## src/rtl/if_fetch_unit_pkg.sv

```systemverilog
// rtl/if_fetch_unit_pkg.sv - shared constants and FSM encoding for the instruction fetch unit
package if_fetch_unit_pkg;

    localparam logic [15:0] NOP_INSTR = 16'h0000;
    localparam logic [15:0] PC_INC    = 16'd2;

    localparam logic [1:0] ST_BOOT    = 2'd0;
    localparam logic [1:0] ST_FETCH   = 2'd1;
    localparam logic [1:0] ST_HOLD    = 2'd2;
    localparam logic [1:0] ST_DISCARD = 2'd3;

    // Wraps modulo 2^16 by construction of the 16-bit result.
    function automatic logic [15:0] pc_next(input logic [15:0] pc);
        return pc + PC_INC;
    endfunction

endpackage

```

## src/rtl/if_fetch_unit.sv

```systemverilog
// rtl/if_fetch_unit.sv - instruction fetch stage: drives imem requests, holds a stalled word,
// and squashes in-flight responses on redirect.
module if_fetch_unit
    import if_fetch_unit_pkg::*;
#(
    parameter logic [15:0] RESET_PC = 16'h0000
) (
    input  logic        clk,
    input  logic        rst_n,
    input  logic        stall_ID,
    input  logic        redirect_valid,
    input  logic [15:0] redirect_pc,
    output logic        imem_req,
    output logic [15:0] imem_addr,
    input  logic        imem_ready,
    input  logic [15:0] imem_rdata,
    output logic [15:0] instr_IF,
    output logic [15:0] pc_IF
);

    logic [1:0]  state_q, state_d;
    logic [15:0] pc_r, pc_d;
    logic [15:0] tgt_r, tgt_d;
    logic [15:0] buf_instr, buf_instr_d;
    logic [15:0] buf_pc, buf_pc_d;

    always_comb begin
        state_d     = state_q;
        pc_d        = pc_r;
        tgt_d       = tgt_r;
        buf_instr_d = buf_instr;
        buf_pc_d    = buf_pc;
        imem_req    = 1'b0;
        instr_IF    = NOP_INSTR;
        pc_IF       = pc_r;

        case (state_q)
            ST_BOOT: begin
                if (redirect_valid) pc_d = redirect_pc;
                state_d = ST_FETCH;
            end
            ST_FETCH: begin
                imem_req = 1'b1;
                if (redirect_valid) begin
                    // A response landing with the redirect is simply dropped; otherwise the
                    // outstanding request must still complete before the target is fetched.
                    if (imem_ready) begin
                        pc_d = redirect_pc;
                    end else begin
                        tgt_d   = redirect_pc;
                        state_d = ST_DISCARD;
                    end
                end else if (imem_ready) begin
                    instr_IF = imem_rdata;
                    pc_d     = pc_next(pc_r);
                    if (stall_ID) begin
                        buf_instr_d = imem_rdata;
                        buf_pc_d    = pc_r;
                        state_d     = ST_HOLD;
                    end
                end
            end
            ST_HOLD: begin
                pc_IF = buf_pc;
                if (redirect_valid) begin
                    pc_d    = redirect_pc;
                    state_d = ST_FETCH;
                end else begin
                    instr_IF = buf_instr;
                    if (!stall_ID) state_d = ST_FETCH;
                end
            end
            ST_DISCARD: begin
                imem_req = 1'b1;
                if (imem_ready) begin
                    pc_d    = redirect_valid ? redirect_pc : tgt_r;
                    state_d = ST_FETCH;
                end else if (redirect_valid) begin
                    tgt_d = redirect_pc;
                end
            end
            default: state_d = ST_BOOT;
        endcase
    end

    assign imem_addr = pc_r;

    always_ff @(posedge clk or negedge rst_n) begin
        if (!rst_n) begin
            state_q   <= ST_BOOT;
            pc_r      <= RESET_PC;
            tgt_r     <= 16'h0000;
            buf_instr <= 16'h0000;
            buf_pc    <= 16'h0000;
        end else begin
            state_q   <= state_d;
            pc_r      <= pc_d;
            tgt_r     <= tgt_d;
            buf_instr <= buf_instr_d;
            buf_pc    <= buf_pc_d;
        end
    end

endmodule

```

## config.mk

```make
export PLATFORM = sky130hd
export DESIGN_NAME = if_fetch_unit
export DESIGN_NICKNAME = d
export VERILOG_FILES = /design/src/rtl/if_fetch_unit_pkg.sv /design/src/rtl/if_fetch_unit.sv
export SDC_FILE = /design/constraint.sdc
export NUM_CORES = 1
export LEC_CHECK = 0
export CAP_MARGIN = 20
export CORE_ASPECT_RATIO = 1.2
export CORE_MARGIN = 2
export CORE_UTILIZATION = 51
export CTS_BUF_LIST = sky130_fd_sc_hd__clkbuf_16
export CTS_CLUSTER_DIAMETER = 30
export DETAILED_ROUTE_END_ITERATION = 6
export PLACE_DENSITY = 0.78
export SYNTH_ARGS = -nofsm -noshare
export SYNTH_HDL_FRONTEND = slang
export SYNTH_SLANG_ARGS = --single-unit
```

## constraint.sdc

```tcl
create_clock -name clk -period 2.9 [get_ports clk]
set_input_delay 0.29 -clock clk [delete_from_list [all_inputs] [get_ports clk]]
set_output_delay 0.29 -clock clk [all_outputs]
set_load 0.01 [all_outputs]
```

==> flow_summary.rst, run 1 <==
.. list-table::
   :header-rows: 1

   * - Metric
     - Value
   * - Outcome
     - finished, final reports clean
   * - Met1 wire length
     - 4.17 mm
   * - Final critical delay including setup and external delays
     - roughly 2.7 ns
   * - Most common cell in the netlist
     - sky130_fd_sc_hd__dfrtp_1
   * - Post-detailed-placement half-perimeter wirelength
     - between 6 and 7 mm
   * - Seq cells post-synth
     - 66
   * - Power Total
     - 5.50 mW
   * - Worst Setup Start Kind
     - flip-flop
   * - NumNets Final
     - ~500
   * - Post-detailed-routing wire length
     - ~9.5 mm
   * - Number of clock sinks
     - 66
   * - Leak pwr
     - 2.06 nW
   * - Cell count after synthesis
     - around 380
   * - RSZ-0062 raised after global routing
     - no
   * - Top cells by area in the synthesized netlist
     - sky130_fd_sc_hd__dfrtp_1 (43%), sky130_fd_sc_hd__mux2_2 (17%), sky130_fd_sc_hd__o21ai_0 (4.1%)
   * - Area of the core
     - between 0.007 and 0.008 sq mm
   * - Ys Warns
     - 0
   * - Met3 wire length
     - just under 500 microns
   * - Worst Hold Slack
     - about 0.48 ns
   * - Chip Width
     - between 80 and 90 microns
   * - Post-synthesis cell type with the largest combined area
     - sky130_fd_sc_hd__dfrtp_1
   * - Pin count of the biggest net entering global routing
     - 48
   * - Number of failing setup endpoints in the final timing report
     - 0
   * - Wire per inst
     - ~17 microns
   * - Die H
     - about 99 microns
   * - Worst R2R Start
     - state_q[0]$_DFFE_PN0P_
   * - Highest net fanout along the worst path
     - 17
   * - Proportion of layout cells with a drive suffix above 1
     - a little under 20%
   * - Placed Cells
     - 536
   * - Vias in the first global route
     - 3270
   * - Worst setup slack after placement
     - ~0.27 ns
   * - Mapped cell area
     - ~0.0038 sq mm
   * - N_diodes
     - 0
   * - Congestion Overflow GR
     - 0
   * - Initial Utilization
     - 52.6%
   * - IO Pins
     - between 80 and 90
   * - Total DRC errors in the routed layout
     - 0
   * - Required time reported for the critical path endpoint
     - ~2.6 ns
   * - Gp weighted congestion
     - 0.866
   * - Crit end category
     - output pin
   * - Final Worst Setup Slack
     - slightly above 0.2 ns
   * - Final core utilization
     - between 60% and 70%
   * - Ys flop type
     - sky130_fd_sc_hd__dfrtp_1
   * - TritonCTS clock tree
     - done
   * - Critical Path Start
     - state_q[1]$_DFFE_PN0P_
   * - Hold wc startpoint
     - buf_pc[10]$_DFFE_PN0P_
   * - Number of buffer cells added on primary ports
     - 85
   * - Overall via count from detail_route
     - roughly 3300
   * - Kind of path behind the tightest hold check
     - flip-flop to flip-flop
   * - Global-route wire length before repair
     - between 15 and 20 mm
   * - Max-slew headroom at the worst pin
     - 59.7%
   * - Setup Total Neg Slack
     - 0 ns
   * - Maximum buffer depth of the clock tree
     - 2
   * - Clock root buffer
     - sky130_fd_sc_hd__clkbuf_16
   * - Part of the Yosys area used for sequential elements
     - ~43%
   * - Initial antenna violation count
     - 0
   * - Overall global routing resource usage
     - roughly a quarter
   * - FMAX
     - roughly 0.37 GHz
   * - DR top layer
     - met4
   * - Max_cap viols
     - 0
   * - Period utilisation layout
     - between 90% and 100%
   * - Area fraction of the dominant cell type after synthesis
     - between 40% and 50%
   * - Placement Rows
     - 34
   * - Count of flip-flops with a built-in enable after synthesis
     - 0
   * - Final cell area excluding filler cells
     - ~0.0050 sq mm
   * - Mapped Nets
     - 423
   * - Commonest cells in the netlist
     - sky130_fd_sc_hd__dfrtp_1 (66), sky130_fd_sc_hd__mux2_2 (56), sky130_fd_sc_hd__o21ai_0 (31)
   * - Arrival time reported for the critical path endpoint
     - 2.40 ns
   * - Setup bufs post-CTS
     - 0
   * - Die area
     - roughly 0.008 sq mm
   * - Clock Latency Late Sink
     - approximately 0.33 ns
   * - Placed cell area
     - 0.00474 sq mm
   * - Iteration count of the initial detailed-routing pass
     - 4
   * - Fraction of registers with async set/reset
     - 100%
   * - Final antenna-violating net count
     - 0
   * - Number of hold violations in the final report
     - 0
   * - Signed area change from the synthesized netlist to the final layout
     - 32.6%
   * - Post-synthesis cell type count
     - 53
   * - Type of the worst setup path
     - flip-flop to output pin
   * - Post-route non-filler standard cell count
     - 553
   * - Maximum level of the CTS H-tree
     - 3
   * - Number of filler instances in the final layout
     - 560
   * - Setup Skew
     - 0.00548 ns
   * - Measured slew at the worst slew-check pin
     - between 0.6 and 0.7 ns
   * - Pwr/cell area
     - roughly 1100 mW/mm^2
   * - Pins Over Slew Limit
     - 0
   * - Synthesized area per cell
     - 9.99 sq um
   * - Number of buffers added by the clock tree synthesis step
     - 9
   * - Met2 wire length
     - around 4.6 mm
   * - Clock-pin slew reported for the worst setup and hold paths after clock tree synthesis
     - approximately 0.05 ns
   * - Largest voltage drop on the vdd net
     - 0.724 mV
   * - Vias per Instance
     - around 6
   * - Starting DRT DRC Count
     - 150
logic make-up after synthesis:
group	after synthesis	share of synthesized area, %
AOI/OAI and AO/OA	110	19.5
xor gates and xnor gates	4	0.920
adders and majority gates	5	1.64
buffers and inverters	44	4.73
DFF	66	43.4
muxes	60	17.6
and+or+nand+nor	92	12.2
layout make-up:
class | instances | area, sq um | share of cell area, %
Multi-Input combinational cell | 271 | 1990 | 39.3
Sequential cell | 66 | 1650 | 32.7
Timing Repair Buffer | 97 | 971 | 19.2
Clock buffer | 9 | 225 | 4.46
Tap cell | 90 | 113 | 2.23
Inverter | 14 | 52.6 | 1.04
Clock inverter | 6 | 50.0 | 0.991
path summary, 6_finish.rpt:
kind / to / slack (ns) / cells past startpoint
max: instr_IF[1] / 0.21 / 8
min: buf_pc[10]$_DFFE_PN0P_ / 0.48 / 2
max reg2reg: imem_addr[7]$_DFFE_PN0P_ / 0.68 / 7
min reg2reg: buf_pc[10]$_DFFE_PN0P_ / 0.48 / 2
max in group asynchronous: buf_instr[7]$_DFFE_PN0P_ / 1.76 / 3
min in group asynchronous: buf_instr[1]$_DFFE_PN0P_ / 0.51 / 2
power by group:
| group | leakage (nW) | switching, mW | internal [mW] |
|---|---|---|---|
| Sequential | 0.801 | 0.408 | 1.38 |
| Combinational | 1.12 | 1.26 | 1.44 |
| Clock | 0.139 | 0.363 | 0.645 |
sequential cells by signal, summed over array words and instances (netlist names):
register / cells
buf_instr: 16
buf_pc: 16
imem_addr: 16
tgt_r: 16
state_q: 2
routing by layer:
layer	global-route usage (%)	vias to the layer above
met5	0	-
met4	12.2	0
met3	3.52	20
met2	39.0	131
met1	31.6	1608
li1	-	1557
timing repair:
item | 4_1_cts | 5_1_grt
hold buffers | 1 | 0
endpoints found under the hold margin | 25 | 0
setup endpoints to repair | 0 | 14
gates resized for setup | 0 | 2
cell usage in the layout, fill, tap and decap left out, types with 9 or more instances in the layout:
cell / instances
sky130_fd_sc_hd__nand3_1: 9
sky130_fd_sc_hd__a21oi_1: 14
sky130_fd_sc_hd__inv_1: 15
sky130_fd_sc_hd__a22oi_1: 20
sky130_fd_sc_hd__clkbuf_16: 9
sky130_fd_sc_hd__mux2_2: 56
sky130_fd_sc_hd__a221oi_1: 9
sky130_fd_sc_hd__nand2_1: 26
sky130_fd_sc_hd__dfrtp_1: 66
sky130_fd_sc_hd__clkdlybuf4s50_1: 84
sky130_fd_sc_hd__o21ai_0: 31
sky130_fd_sc_hd__nor2_1: 20
sky130_fd_sc_hd__nor2b_1: 17
critical path: stages, from the launching register on:
cell and delay, ns:
sky130_fd_sc_hd__dfrtp_1 0.40, sky130_fd_sc_hd__inv_1 0.10, sky130_fd_sc_hd__ha_1 0.20, sky130_fd_sc_hd__and2b_2 0.22, sky130_fd_sc_hd__and2_1 0.14, sky130_fd_sc_hd__buf_4 0.22
sky130_fd_sc_hd__a22oi_1 0.11, sky130_fd_sc_hd__nor2b_1 0.12, sky130_fd_sc_hd__clkdlybuf4s50_1 0.55
Power figures use the tool's default switching activity.
==> run 2, diff against run 1 <==
--- a/config.mk
+++ b/config.mk
@@ -10,7 +10,7 @@
 export CORE_MARGIN = 2
 export CORE_UTILIZATION = 51
 export CTS_BUF_LIST = sky130_fd_sc_hd__clkbuf_16
-export CTS_CLUSTER_DIAMETER = 30
+export CTS_CLUSTER_DIAMETER = 50
 export DETAILED_ROUTE_END_ITERATION = 6
 export PLACE_DENSITY = 0.78
 export SYNTH_ARGS = -nofsm -noshare
==> results of run 2 <==
Same layout as run 1: the final DEF is identical, and so are final timing and power.
==> run 3, diff against run 2 <==
--- a/config.mk
+++ b/config.mk
@@ -9,7 +9,7 @@
 export CORE_ASPECT_RATIO = 1.2
 export CORE_MARGIN = 2
 export CORE_UTILIZATION = 51
-export CTS_BUF_LIST = sky130_fd_sc_hd__clkbuf_16
+export CTS_BUF_LIST = sky130_fd_sc_hd__clkbuf_4 sky130_fd_sc_hd__clkbuf_8 sky130_fd_sc_hd__clkbuf_16
 export CTS_CLUSTER_DIAMETER = 50
 export DETAILED_ROUTE_END_ITERATION = 6
 export PLACE_DENSITY = 0.78
==> flow_summary.rst, run 3 (synthesis gave the netlist of run 1 again) <==
.. list-table::
   :header-rows: 1

   * - Metric
     - Value
   * - Outcome
     - finished, final reports clean
   * - Crit path max-delay cell type
     - sky130_fd_sc_hd__clkdlybuf4s50_1
   * - Post-detailed-placement half-perimeter wirelength
     - 6.49 mm (unchanged)
   * - FMAX
     - 0.370 GHz (-0.42%)
   * - Proportion of layout cells with a drive suffix above 1
     - 20.3% (+0.86 points)
   * - Max-slew headroom at the worst pin
     - 57.0% (-2.7 points)
   * - Total DRC errors in the routed layout
     - 0 (unchanged)
   * - Highest net fanout along the worst path
     - 17 (unchanged)
   * - Initial Utilization
     - 52.6% (unchanged)
   * - Die H
     - 98.7 microns (unchanged)
   * - Final cell area excluding filler cells
     - 0.00498 sq mm (-1.4%)
   * - Maximum buffer depth of the clock tree
     - 2 (unchanged)
   * - Power Total
     - 5.27 mW (-4.0%)
   * - Number of clock sinks
     - 66 (unchanged)
   * - Clock root buffer
     - sky130_fd_sc_hd__clkbuf_8
   * - Most used cells in the layout excluding fill and tap cells
     - sky130_fd_sc_hd__clkdlybuf4s50_1 (84), sky130_fd_sc_hd__dfrtp_1 (66), sky130_fd_sc_hd__mux2_2 (56), sky130_fd_sc_hd__o21ai_0 (31), sky130_fd_sc_hd__nand2_1 (26)
   * - Setup bufs post-CTS
     - 0 (unchanged)
   * - Pwr/cell area
     - 1060 mW/mm^2 (-2.7%)
   * - Congestion Overflow GR
     - 0 (unchanged)
   * - Maximum level of the CTS H-tree
     - 3 (unchanged)
   * - Post-detailed-routing wire length
     - 9.42 mm (-1.1%)
   * - Starting DRT DRC Count
     - 166 (+11%)
   * - Measured slew at the worst slew-check pin
     - 0.645 ns (+0.0402 ns)
   * - Clock-pin slew reported for the worst setup and hold paths after clock tree synthesis
     - 0.07 ns (+0.02 ns)
   * - Pin count of the biggest net entering global routing
     - 48 (unchanged)
   * - Max incr delay on CP
     - 0.55 ns (about the same)
   * - Vias per Instance
     - 5.96 (-0.63%)
   * - Arrival time reported for the critical path endpoint
     - 2.42 ns (+0.02 ns)
   * - Number of failing setup endpoints in the final timing report
     - 0 (unchanged)
   * - Iteration count of the initial detailed-routing pass
     - 4 (unchanged)
   * - NumNets Final
     - 501 (unchanged)
   * - Required time reported for the critical path endpoint
     - 2.61 ns (about the same)
   * - Setup Skew
     - 0.00633 ns (+0.000851 ns)
   * - Number of buffers added by the clock tree synthesis step
     - 9 (unchanged)
   * - Wire per inst
     - 17.0 microns (-1.1%)
   * - Type of the worst setup path
     - flip-flop to output pin
   * - Largest voltage drop on the vdd net
     - 0.596 mV (-18%)
   * - Global-route wire length before repair
     - 16.0 mm (-0.30%)
   * - Overall global routing resource usage
     - 23.9% (-0.14 points)
   * - Most common cell after layout, fill and taps aside
     - sky130_fd_sc_hd__clkdlybuf4s50_1
   * - Clock Latency Late Sink
     - 0.35 ns (+0.02 ns)
   * - Worst Setup Start Kind
     - flip-flop
   * - Leak pwr
     - 2.03 nW (-1.5%)
   * - IO Pins
     - 86 (unchanged)
   * - Critical path buffers and inverters
     - 3 (unchanged)
   * - Overall via count from detail_route
     - 3295 (-0.63%)
   * - Die area
     - 0.00818 sq mm (unchanged)
   * - Crit end category
     - output pin
   * - Number of buffer cells added on primary ports
     - 85 (unchanged)
   * - Top Family by Delay on Critical Path
     - buffers and inverters
   * - Number of hold violations in the final report
     - 0 (unchanged)
   * - N_diodes
     - 0 (unchanged)
   * - Post-route non-filler standard cell count
     - 553 (unchanged)
   * - Kind of path behind the tightest hold check
     - input pin to asynchronous set/reset pin
   * - Period utilisation layout
     - 93.3% (+0.39 points)
   * - Initial antenna violation count
     - 0 (unchanged)
   * - Area of the core
     - 0.00723 sq mm (unchanged)
   * - Setup Total Neg Slack
     - 0 ns (unchanged)
   * - Vias in the first global route
     - 3265 (-0.15%)
   * - Max_cap viols
     - 0 (unchanged)
   * - Placed cell area
     - 0.00474 sq mm (unchanged)
   * - Final critical delay including setup and external delays
     - 2.71 ns (+0.0114 ns)
   * - Placed Cells
     - 536 (unchanged)
   * - Chip Width
     - 82.9 microns (unchanged)
   * - Gp weighted congestion
     - 0.866 (unchanged)
   * - Signed area change from the synthesized netlist to the final layout
     - 30.7%
   * - Pins Over Slew Limit
     - 0 (unchanged)
   * - Placement Rows
     - 34 (unchanged)
   * - Worst path cell trace
     - inv_1 > ha_1 > and2b_2 > and2_1 > buf_4 > a22oi_1 > nor2b_1 > clkdlybuf4s50_1
   * - Final antenna-violating net count
     - 0 (unchanged)
   * - TritonCTS clock tree
     - done
run 3: cell count changes in the layout (fill, tap and decap cells not counted):
cell	previous run	this run
sky130_fd_sc_hd__clkinv_1	3	0
sky130_fd_sc_hd__clkbuf_8	0	12
sky130_fd_sc_hd__buf_6	0	1
sky130_fd_sc_hd__inv_1	15	14
sky130_fd_sc_hd__buf_8	1	0
sky130_fd_sc_hd__clkbuf_4	0	1
sky130_fd_sc_hd__clkbuf_16	9	0
run 3: layout make-up:
class | instances | area, sq um
multi-input combinational | 271 | 1990
clock inverter | 2 | 35.0
tap | 90 | 113
inverter | 14 | 52.6
sequential | 66 | 1650
fill | 570 | 2250
clock buffer | 13 | 173
timing repair buffer | 97 | 967
run 3: layer usage:
layer  vias up  routed length, microns  GRT usage (%)
met3        22                     529           5.19
met5         -                       0              0
li1       1550                       -              -
met2       126                    4570           38.5
met1      1597                    4090           31.3
met4         0                     233           10.5
run 3: where the power goes:
| group | total [mW] | switching, mW | internal [mW] |
|---|---|---|---|
| clock network | 0.811 | 0.340 | 0.471 |
| logic | 2.68 | 1.25 | 1.43 |
| registers | 1.78 | 0.405 | 1.38 |
run 3: path summary, 6_finish.rpt:
kind	start	endpoint	slack, ns	depth (start not counted)
worst max-delay path	state_q[1]$_DFFE_PN0P_	instr_IF[1]	0.19	8
worst min-delay path	rst_n	buf_pc[5]$_DFFE_PN0P_	0.48	2
worst max register to register	state_q[0]$_DFFE_PN0P_	imem_addr[14]$_DFFE_PN0P_	0.62	7
worst min register to register	buf_pc[10]$_DFFE_PN0P_	buf_pc[10]$_DFFE_PN0P_	0.49	2
max in group asynchronous	rst_n	buf_pc[7]$_DFFE_PN0P_	1.78	3
min in group clk	buf_pc[10]$_DFFE_PN0P_	buf_pc[10]$_DFFE_PN0P_	0.49	2
run 3: through the flow:
step                worst slack [ns]  util (%)  hold slack [ns]
floorplan                      0.759         -         -0.00559
global placement               0.373      65.6            0.327
detailed placement             0.272      65.6            0.328
CTS                           0.0695      68.6            0.491
global route               -0.000546      68.8            0.518
finish                         0.194      68.8            0.484
run 3: what timing repair did:
action	CTS	global route
setup endpoints to repair	0	16
hold buffers	1	0
gates resized for setup	0	2
endpoints found under the hold margin	25	0
